**src/rtl/divisor_sequencial.sv**
```systemverilog
// Sequential restoring divider (shift / trial-subtract / restore) with start/done handshake.
// Shares the multiplier's handshake so both sit behind the same ALU sequencer.
//
// state | meaning
// WAIT  | idle, last result held on outputs
// LOAD  | capture operands, detect divide by zero
// SHIFT | shift {A,Q} left one bit, count iteration
// SUB   | trial subtract divisor from A
// TEST  | restore on negative A, set quotient bit
// DONE  | result valid, wait for start to drop
module divisor_sequencial #(
  parameter int N = 8
) (
  input  logic         clk,
  input  logic         rst,
  input  logic         start,
  input  logic [N-1:0] dividend,
  input  logic [N-1:0] divisor,
  output logic [N-1:0] quotient,
  output logic [N-1:0] remainder,
  output logic         done,
  output logic         busy,
  output logic         div_zero
);

  localparam int CW = $clog2(N + 1);

  typedef enum logic [2:0] {
    S_WAIT  = 3'd0,
    S_LOAD  = 3'd1,
    S_SHIFT = 3'd2,
    S_SUB   = 3'd3,
    S_TEST  = 3'd4,
    S_DONE  = 3'd5
  } state_t;

  state_t          state_q, state_d;
  logic [N:0]      a_q, a_d;
  logic [N-1:0]    q_q, q_d;
  logic [N-1:0]    b_q, b_d;
  logic [CW-1:0]   cnt_q, cnt_d;
  logic            div_zero_q, div_zero_d;

  always_comb begin
    state_d    = state_q;
    a_d        = a_q;
    q_d        = q_q;
    b_d        = b_q;
    cnt_d      = cnt_q;
    div_zero_d = div_zero_q;
    case (state_q)
      S_WAIT: begin
        if (start) state_d = S_LOAD;
      end
      S_LOAD: begin
        if (divisor != '0) begin
          a_d        = '0;
          q_d        = dividend;
          b_d        = divisor;
          cnt_d      = CW'(N);
          div_zero_d = 1'b0;
          state_d    = S_SHIFT;
        end else begin
          // Divide by zero: all-ones quotient, dividend passed through as remainder.
          a_d        = {1'b0, dividend};
          q_d        = '1;
          b_d        = '0;
          div_zero_d = 1'b1;
          state_d    = S_DONE;
        end
      end
      S_SHIFT: begin
        {a_d, q_d} = {a_q[N-1:0], q_q, 1'b0};
        cnt_d      = cnt_q - CW'(1);
        state_d    = S_SUB;
      end
      S_SUB: begin
        a_d     = a_q - {1'b0, b_q};
        state_d = S_TEST;
      end
      S_TEST: begin
        if (a_q[N]) begin
          a_d    = a_q + {1'b0, b_q};
          q_d[0] = 1'b0;
        end else begin
          q_d[0] = 1'b1;
        end
        state_d = (cnt_q == '0) ? S_DONE : S_SHIFT;
      end
      S_DONE: begin
        if (!start) state_d = S_WAIT;
      end
      default: state_d = S_WAIT;
    endcase
  end

  always_ff @(posedge clk or posedge rst) begin
    if (rst) begin
      state_q    <= S_WAIT;
      a_q        <= '0;
      q_q        <= '0;
      b_q        <= '0;
      cnt_q      <= '0;
      div_zero_q <= 1'b0;
    end else begin
      state_q    <= state_d;
      a_q        <= a_d;
      q_q        <= q_d;
      b_q        <= b_d;
      cnt_q      <= cnt_d;
      div_zero_q <= div_zero_d;
    end
  end

  assign quotient  = q_q;
  assign remainder = a_q[N-1:0];
  assign div_zero  = div_zero_q;
  assign done      = (state_q == S_DONE);
  assign busy      = (state_q == S_LOAD) || (state_q == S_SHIFT) ||
                     (state_q == S_SUB)  || (state_q == S_TEST);

endmodule

```
**config.mk**
```make
export PLATFORM = sky130hd
export DESIGN_NAME = divisor_sequencial
export DESIGN_NICKNAME = d
export VERILOG_FILES = /design/src/rtl/divisor_sequencial.sv
export SDC_FILE = /design/constraint.sdc
export NUM_CORES = 1
export LEC_CHECK = 0
export ABC_CLOCK_PERIOD_IN_PS = 4000
export BUFFER_PORTS_ARGS = -buffer_cell sky130_fd_sc_hd__clkbuf_2
export CAP_MARGIN = 20
export CORE_UTILIZATION = 30
export CTS_CLUSTER_DIAMETER = 30
export DETAILED_ROUTE_END_ITERATION = 8
export PLACE_DENSITY_LB_ADDON = 0.12
export SLEW_MARGIN = 10
export SYNTH_ARGS = -nofsm -noshare
export SYNTH_HDL_FRONTEND = slang
export SYNTH_SLANG_ARGS = --single-unit
```
**constraint.sdc**
```tcl
create_clock -name clk -period 4 [get_ports clk]
set_input_delay 1.2 -clock clk [delete_from_list [all_inputs] [get_ports clk]]
set_output_delay 1.2 -clock clk [all_outputs]
set_load 0.02 [all_outputs]
```
==> results of run 1 <==
## path summary, 6_finish.rpt
check                           cells past startpoint                    to  slack, ns                    from
worst min-delay path                                1  div_zero$_DFFE_PP0N_       0.50    div_zero$_DFFE_PP0N_
min in group asynchronous                           3  cnt_q[3]$_DFFE_PP0P_       0.98                     rst
worst min register to register                      1  div_zero$_DFFE_PP0N_       0.50    div_zero$_DFFE_PP0N_
worst max register to register                      7    a_q[5]$_DFFE_PP0P_       1.55      b_q[1]$_DFFE_PP0N_
worst max-delay path                                4                  done       0.97  state_q[2]$_DFFE_PP0P_
max in group asynchronous                           3    a_q[1]$_DFFE_PP0P_       2.69                     rst
## layout make-up
cell class	instances	area, µm²
fillers	841	5080
well taps	102	128
multi-input cells	209	1440
clock buffers	6	82.6
inverters	23	86.3
clock inverters	2	37.5
flip-flops and latches	33	826
repair buffers	40	208
## cell families (layout without fill, tap and decap cells)
family / count (synthesis) / after routing / synth area share [%]
AND/OR/NAND/NOR: 93 / 93 / 18.7
flip-flops: 33 / 33 / 33.0
buffers and inverters: 45 / 71 / 9.50
AO/OA/AOI/OAI: 86 / 86 / 24.4
adder cells (fa/ha/maj): 20 / 20 / 10.6
XOR/XNOR: 6 / 6 / 2.10
multiplexers: 4 / 4 / 1.65
## sequential cells by signal (all words and copies together) (netlist names)
name      count
div_zero      1
quotient      8
b_q           8
cnt_q         4
state_q       3
a_q           9
## report_power, final
| group | total [mW] | switching, mW | internal, mW |
|---|---|---|---|
| combinational | 1.78 | 1.05 | 0.730 |
| sequential | 0.730 | 0.223 | 0.507 |
| clock | 0.339 | 0.137 | 0.203 |
## metal layers
| metal | track usage (%) | vias up |
|---|---|---|
| met5 | 0 | - |
| met4 | 4.23 | 0 |
| met3 | 3.01 | 9 |
| met2 | 25.3 | 67 |
| met1 | 22.9 | 1028 |
| li1 | - | 1068 |
## worst max-delay path, cell delays in order (launching register included)
cell	delay (ns)
dfrtp_1	0.70
inv_1	0.22
nor2_1	0.28
and2_1	0.18
clkbuf_2	0.17
## per-stage QoR
| stage | std cells | utilization (%) | cell area [µm²] | worst slack (ns) | hold WS, ns |
|---|---|---|---|---|---|
| global placement | 407 | 34.1 | 2690 | 1.09 | 0.482 |
| finish | 415 | 35.6 | 2810 | 0.970 | 0.500 |
| floorplan | 287 | - | 2500 | 1.37 | 0.482 |
| global route | 415 | 35.6 | 2810 | 0.790 | 0.534 |
| CTS | 415 | 35.6 | 2810 | 0.925 | 0.506 |
| detailed placement | 407 | 34.1 | 2690 | 1.07 | 0.486 |
## placed cells by master, fill, tap and decap left out, drive strengths merged, types with 3 or more instances in the layout
| cell type | Yosys | layout |
|---|---|---|
| clkbuf | 8 | 43 |
| dfrtp | 33 | 33 |
| nand2 | 29 | 29 |
| inv | 23 | 23 |
| o21ai | 23 | 23 |
| nor2 | 20 | 20 |
| ha | 18 | 18 |
| a21oi | 15 | 15 |
| nand3 | 11 | 11 |
| a22oi | 8 | 8 |
| o21a | 6 | 6 |
| nor2b | 6 | 6 |
| xnor2 | 5 | 5 |
| nor3 | 5 | 5 |
| and2 | 4 | 4 |
| mux2i | 3 | 3 |
| nand2b | 3 | 3 |
| a31oi | 3 | 3 |
| o221ai | 3 | 3 |
| nor4 | 3 | 3 |
| buf | 14 | 3 |
| and3 | 3 | 3 |
==> results.md, run 1 <==
- Final setup fails: 0
- Via Count: around 2200
- Slew HR: roughly two fifths
- GRT Overall Usage: between 10% and 20%
- Die area: a little under 9000 µm²
- Count leader, synth: dfrtp_1
- Syn. warnings: 0
- Worst-Skew Late Latency: roughly 0.29 ns
- Max rail drop VDD: 281 µV
- Post-DP HPWL: roughly 4900 µm
- Max-cap violations: 0
- Commonest cells in the netlist: dfrtp_1, nand2_1, inv_1, o21ai_0, nor2_1
- Avg Cell Area, Syn: roughly 8.7 µm²
- Average vias per placed instance: between 5 and 6
- Mapped Area: ~2500 µm²
- Total power: ~2.9 mW
- Clock Path Buffers: 2
- PortBufs: 37
- Row Count: 32
- Share of cells above drive strength 1: between 10% and 20%
- Cells after Synth: 287
- Vias in the first global route: approximately 2100
- Pin count of the biggest net entering global routing: 34
- Max Clock Skew: roughly 0.0072 ns
- Antenna diodes: 0
- TritonCTS buffer count: 5
- Post-CTS Setup Repair Bufs: 0
- Yosys top cell area share: between 30% and 40%
- Die Width: a little over 90 µm
- Area Growth Syn to Fin: 12.1%
- Status: finished, final reports clean
- Worst-Margin Slew: between 0.8 and 0.9 ns
- WL met3: about 360 µm
- DR iter-0 viols: around 120
- Min-delay worst type: flop to flop
- Asr flop ratio synth: 100%
- CP Class: flop to output port
- Core Area: around 8000 µm²
- Reg clk slew, reported paths: approximately 0.080 ns
- Final Cycle Share: 75.8%
- Sink Count: 33
- First-pass GRT wire length: between 10000 and 15000 µm
- Yosys top cell by area: dfrtp_1
- Die Ht: around 93 µm
- Post-CTS sizing: 0
- Max-slew violation count: 0
- Fmax: between 300 and 400 MHz
- Synth top area cells: dfrtp_1, ha_1, nand2_1
- Post-layout min period: approximately 3.0 ns
- Lkg Pwr: between 1 and 1.5 nW
- Gr ovfl total: 0
- Power per cell area: ~1000 nW/µm²
- Met2 Routed Length: 2860 µm
- Nets@finish: around 350
- Register area share after synthesis: approximately 33%
- Syn_nets: ~330
- Initial antenna violation count: 0
- Starting Density: about a third
- Highest metal used: met4
- Hold-fix buffers, CTS: 0
- Unrepaired setup endpoints after global routing: false
- Final Hold Fails: 0
- Drt total wl: about 6600 µm
- Number of synthesized flops with an enable pin: 0
- CP Data Required Time: 2.80 ns
- Wire per inst: about 16 µm
- WP data arrival: approximately 1.8 ns
- Final TNS setup: 0 ns
- RD Place Congestion: 0.730
- H-tree levels: 2
- Worst Path Max Fanout: 15
- DRC: 0
- CTS tree: yes
- Metal-1 WL: roughly 3300 µm
- ANT nets after route: 0
- First-pass DRT Iterations: 4
- Top Ports: 38
- Critical Path End Type: output port
- Startpoint Class: flop
- Flip-flop and latch count after synthesis: 33
- Root buffer cell: clkbuf_8
- Main synth FF type: dfrtp_1
- Synth unique cells: 62
No activity file was read; power rests on OpenSTA's default activity.
==> run 2, diff against run 1 <==
ABC_CLOCK_PERIOD_IN_PS = 3100   (was 4000)
clock period = 3.1 ns   (was 4 ns; I/O delays follow)
==> run 2 against run 1 <==
Critical path depth decreased by 1. Via count down 2.2%. Utilization increased by 0.38 points. Register-to-register slack worse by 0.76 ns. Hold slack better by 0.0044 ns.
==> results.md, run 2 (synthesis gave the netlist of run 1 again) <==
- Post-CTS Setup Repair Bufs: 0 (unchanged)
- Hold Startpoint: div_zero$_DFFE_PP0N_
- Commonest non-fill, non-tap cell in the layout: clkbuf_2
- ANT nets after route: 0 (unchanged)
- First-pass GRT wire length: 11000 µm (+1.7%)
- Power per cell area: 1310 nW/µm² (+29%)
- Post-DP HPWL: 4870 µm (about the same)
- Total power: 3.71 mW (+30%)
- Worst-Skew Late Latency: 0.29 ns (about the same)
- Antenna diodes: 0 (unchanged)
- WP data arrival: 1.49 ns (-0.34 ns)
- Max-cap violations: 0 (unchanged)
- Die Width: 93.3 µm (unchanged)
- DR iter-0 viols: 148 (+29%)
- Inst Count DP: 411 (+0.98%)
- Worst-Margin Slew: 0.586 ns (-0.305 ns)
- Starting Density: 31.7% (unchanged)
- Top Ports: 38 (unchanged)
- Slew HR: 60.9% (+22 points)
- Min-delay worst type: flop to flop
- Lkg Pwr: 1.30 nW (+1.5%)
- Drt total wl: 6630 µm (+0.21%)
- Average vias per placed instance: 5.07 (-3.1%)
- Core Area: 7890 µm² (unchanged)
- Initial antenna violation count: 0 (unchanged)
- Critical Path End Type: output port
- Unrepaired setup endpoints after global routing: false
- Via Count: 2124 (-2.2%)
- Sink Count: 33 (unchanged)
- Max-slew violation count: 0 (unchanged)
- Most frequent cells in the layout: clkbuf_2, dfrtp_1, nand2_1
- CP Class: flop to output port
- Worst slack at placement: 0.443 ns (-0.626 ns)
- Startpoint Class: flop
- GRT Overall Usage: 16.5% (+0.32 points)
- Die Ht: 93.3 µm (unchanged)
- Reg2reg start: a_q[0]$_DFFE_PP0P_
- Largest register by flop count: a_q
- Status: finished, final reports clean
- Pin count of the biggest net entering global routing: 34 (unchanged)
- Die area: 8710 µm² (unchanged)
- Reg clk slew, reported paths: 0.08 ns (about the same)
- PortBufs: 37 (unchanged)
- Worst Path Max Fanout: 12 (-3)
- Post-CTS sizing: 0 (unchanged)
- RD Place Congestion: 0.750 (+2.7%)
- Final Hold Fails: 0 (unchanged)
- Hold path cells: 1 (unchanged)
- CP Data Required Time: 2.17 ns (-0.63 ns)
- Row Count: 32 (unchanged)
- Share of cells above drive strength 1: 20.2% (+1.0 points)
- Largest register FFs: 9 (unchanged)
- FF-to-FF path depth: 8 (+1)
- H-tree levels: 2 (unchanged)
- Nets@finish: 355 (+1.1%)
- Root buffer cell: clkbuf_8
- First-pass DRT Iterations: 4 (unchanged)
- Vias in the first global route: 2108 (-1.8%)
- Final Cycle Share: 78.2%
- Worst reg-to-reg setup slack: 0.79 ns (-0.76 ns)
- Worst Hold End: div_zero$_DFFE_PP0N_
- Final setup fails: 0 (unchanged)
- Max Clock Skew: 0.00566 ns (-0.00150 ns)
- Clock Path Buffers: 2 (unchanged)
- Wire per inst: 15.8 µm (-0.74%)
- Final TNS setup: 0 ns (unchanged)
- Max rail drop VDD: 416 µV (+48%)
- DRC: 0 (unchanged)
- Gr ovfl total: 0 (unchanged)
- Fmax: around 410 MHz
- PnR worst setup slack: 0.677 ns (-0.293 ns)
- TritonCTS buffer count: 5 (unchanged)
- Hold-fix buffers, CTS: 0 (unchanged)
- Reg2Reg Capture Point: a_q[8]$_DFFE_PP0P_
- Post-layout min period: approximately 2.4 ns
- Non-Filler Instances: 419 (+0.96%)
- CTS tree: yes
- Area Growth Syn to Fin: 13.3%
run 2: changes by cell type in the layout (fill, tap and decap cells not counted):
cell   change
buf_4      +4
run 2: worst max-delay path: stages (launching register included):
cell	delay (ns)
dfrtp_1	0.54
nor2_1	0.33
and2_1	0.18
clkbuf_2	0.16
run 2: layout make-up:
class                      count  area [µm²]
clock buffer                   6        82.6
fill                         848        5050
tap                          102         128
sequential                    33         826
multi-input combinational    209        1440
timing repair buffer          44         238
clock inverter                 2        37.5
inverter                      23        86.3
run 2: worst max path at each step:
stage,from,endpoint,slack [ns],depth (start not counted)
2_1_floorplan,divisor[4],a_q[3]$_DFFE_PP0P_,0.74,5
3_3_place_gp,divisor[4],a_q[6]$_DFFE_PP0P_,0.46,6
3_5_place_dp,divisor[4],a_q[6]$_DFFE_PP0P_,0.44,6
4_1_cts,state_q[1]$_DFFE_PP0P_,done,0.66,3
5_1_grt,state_q[1]$_DFFE_PP0P_,done,0.60,3
6_report,state_q[1]$_DFFE_PP0P_,done,0.68,3
run 2: report_power, final:
part           total, mW  internal, mW  switching [mW]  leakage [nW]
Combinational       2.38         0.966            1.42         0.837
Clock              0.440         0.262           0.178        0.0574
Sequential         0.884         0.655           0.229         0.403
Total               3.71          1.88            1.82          1.30
run 2: metal layers:
layer  vias to the layer above  share of wire, %  track usage [%]
li1                       1081                 -                -
met1                       998                51             23.8
met2                        41                43             24.8
met3                         4               5.1             3.25
met4                         0              0.92             5.00
met5                         -                 0                0
run 2: per-stage QoR:
step	util, %	hold WS (ns)	instance area, µm²
global route	36.0	0.550	2840
finish	36.0	0.505	2840
floorplan	-	0.482	2500
global placement	34.4	0.482	2720
CTS	36.0	0.510	2840
detailed placement	34.4	0.480	2720
==> run 3, diff against run 2 <==
ABC_CLOCK_PERIOD_IN_PS = 2400   (was 3100)
clock period = 2.4 ns   (was 3.1 ns; I/O delays follow)
==> run 3 against run 2 <==
Wire length increased by 1.2%. Global-route usage up 0.17 points. Non-clock buffer count rose by 10. Critical path depth is 1 higher. Total power is 32% higher. Hold slack worse by 0.0036 ns. Largest cell class unchanged.
==> results.md, run 3 (synthesis gave the netlist of run 1 again) <==
- Worst-Skew Late Latency: 0.30 ns (about the same)
- Row Count: 32 (unchanged)
- Max-cap violations: 0 (unchanged)
- Hold-fix buffers, CTS: 0 (unchanged)
- Power per cell area: 1680 nW/µm² (+29%)
- DRC: 0 (unchanged)
- Final setup fails: 0 (unchanged)
- CP Data Required Time: 1.68 ns (-0.49 ns)
- Post-layout min period: around 2.3 ns
- Via Count: 2171 (+2.2%)
- ANT nets after route: 0 (unchanged)
- Crit path buffers/inverters: 2 (+1)
- Starting Density: 31.7% (unchanged)
- RD Place Congestion: 0.767 (+2.2%)
- Die area: 8710 µm² (unchanged)
- Slew HR: 69.4% (+8.5 points)
- Startpoint Class: flop
- Max Clock Skew: 0.00615 ns (+0.000491 ns)
- First-pass GRT wire length: 11000 µm (+0.75%)
- Area occupied by registers: 827 µm² (+0.15%)
- Gr ovfl total: 0 (unchanged)
- Final Hold Fails: 0 (unchanged)
- FILL cells: 811 (-4.4%)
- Commonest non-fill, non-tap cell in the layout: clkbuf_2
- Post-CTS sizing: 0 (unchanged)
- Average vias per placed instance: 5.07 (about the same)
- Wire per inst: 15.7 µm (-0.97%)
- Reg clk slew, reported paths: 0.07 ns (about the same)
- Core Area: 7890 µm² (unchanged)
- Area of the multi-input gates: 1440 µm² (about the same)
- Pin count of the biggest net entering global routing: 34 (unchanged)
- Clock Path Buffers: 2 (unchanged)
- CP max stage cell: dfrtp_1
- Area Growth Syn to Fin: 15.8%
- Fmax: approximately 430 MHz
- CP delay by family, top: flip-flops
- Most frequent cells in the layout: clkbuf_2, dfrtp_1, nand2_1
- Worst Path Max Fanout: 7 (-5)
- DR iter-0 viols: 105 (-29%)
- Root buffer cell: clkbuf_8
- PortBufs: 37 (unchanged)
- Status: finished, final reports clean
- WP data arrival: 1.59 ns (+0.10 ns)
- CTS tree: yes
- Critical Path End Type: output port
- Vias in the first global route: 2172 (+3.0%)
- Top Ports: 38 (unchanged)
- Lkg Pwr: 1.34 nW (+3.5%)
- Final Cycle Share: 96.1%
- Max-slew violation count: 0 (unchanged)
- Sink Count: 33 (unchanged)
- Unrepaired setup endpoints after global routing: false
- Initial antenna violation count: 0 (unchanged)
- Drt total wl: 6700 µm (+1.2%)
- Die Ht: 93.3 µm (unchanged)
- GRT Overall Usage: 16.7% (+0.17 points)
- Antenna diodes: 0 (unchanged)
- Largest register by flop count: a_q
- First-pass DRT Iterations: 4 (unchanged)
- Largest register FFs: 9 (unchanged)
- Post-DP HPWL: 5030 µm (+3.2%)
- Min-delay worst type: primary input to async pin
- Die Width: 93.3 µm (unchanged)
- Worst-Margin Slew: 0.453 ns (-0.133 ns)
- Utilization after layout: 36.7% (+0.78 points)
- Nets@finish: 365 (+2.8%)
- TritonCTS buffer count: 5 (unchanged)
- Max rail drop VDD: 526 µV (+27%)
- Worst path cell trace: buf_4, nor2_1, and2_1, clkbuf_2
- CP Class: flop to output port
- H-tree levels: 2 (unchanged)
- Share of cells above drive strength 1: 22.7% (+2.5 points)
- Post-CTS Setup Repair Bufs: 0 (unchanged)
- Final TNS setup: 0 ns (unchanged)
- Max incr delay on CP: 0.48 ns (-0.06 ns)
[run 3: path summary, 6_finish.rpt]
check | from | to | slack [ns] | cells after the start
worst max register to register | b_q[1]$_DFFE_PP0N_ | a_q[5]$_DFFE_PP0P_ | 0.24 | 8
min in group clk | div_zero$_DFFE_PP0N_ | div_zero$_DFFE_PP0N_ | 0.51 | 1
max in group asynchronous | rst | state_q[2]$_DFFE_PP0P_ | 1.55 | 3
worst min register to register | div_zero$_DFFE_PP0N_ | div_zero$_DFFE_PP0N_ | 0.51 | 1
worst max-delay path | state_q[1]$_DFFE_PP0P_ | done | 0.09 | 4
worst min-delay path | rst | cnt_q[3]$_DFFE_PP0P_ | 0.50 | 3
[run 3: power breakdown]
group,switching (mW),internal (mW)
Combinational,1.88,1.35
Clock,0.226,0.302
Sequential,0.279,0.848
Total,2.38,2.50
[run 3: worst register-to-register path: stages, from the launching register on]
cell	delay, ns
dfrtp_1	0.42
inv_1	0.12
ha_1	0.24
nand2b_1	0.18
a2111oi_1	0.40
buf_4	0.19
nor3_1	0.05
o32ai_1	0.27
a31oi_1	0.14
[run 3: metrics by stage]
step                      area (µm²)  hold slack [ns]  setup WS, ns  total power, mW  instances
after detailed placement        2790            0.491        0.0609             4.35        421
final                           2900            0.501        0.0940             4.88        428
after global placement          2790            0.498        0.0979             4.38        421
after floorplan                 2500            0.482         0.248             3.62        287
after global routing            2900            0.539        0.0117             5.35        428
after CTS                       2900            0.516        0.0699             4.93        428
[run 3: layout make-up]
type	instances	area share [%]
multi-input combinational	209	49.7
sequential	33	28.5
clock inverter	2	1.21
inverter	23	2.98
tap	102	4.40
clock buffer	5	2.37
timing repair buffer	54	10.8
[run 3: metal layers]
layer | up-vias | GRT usage [%] | routed length [µm]
met1 | 1019 | 23.5 | 3370
met5 | - | 0 | 0
met3 | 12 | 3.33 | 360
met2 | 46 | 25.4 | 2830
met4 | 0 | 5.77 | 140
li1 | 1094 | - | -
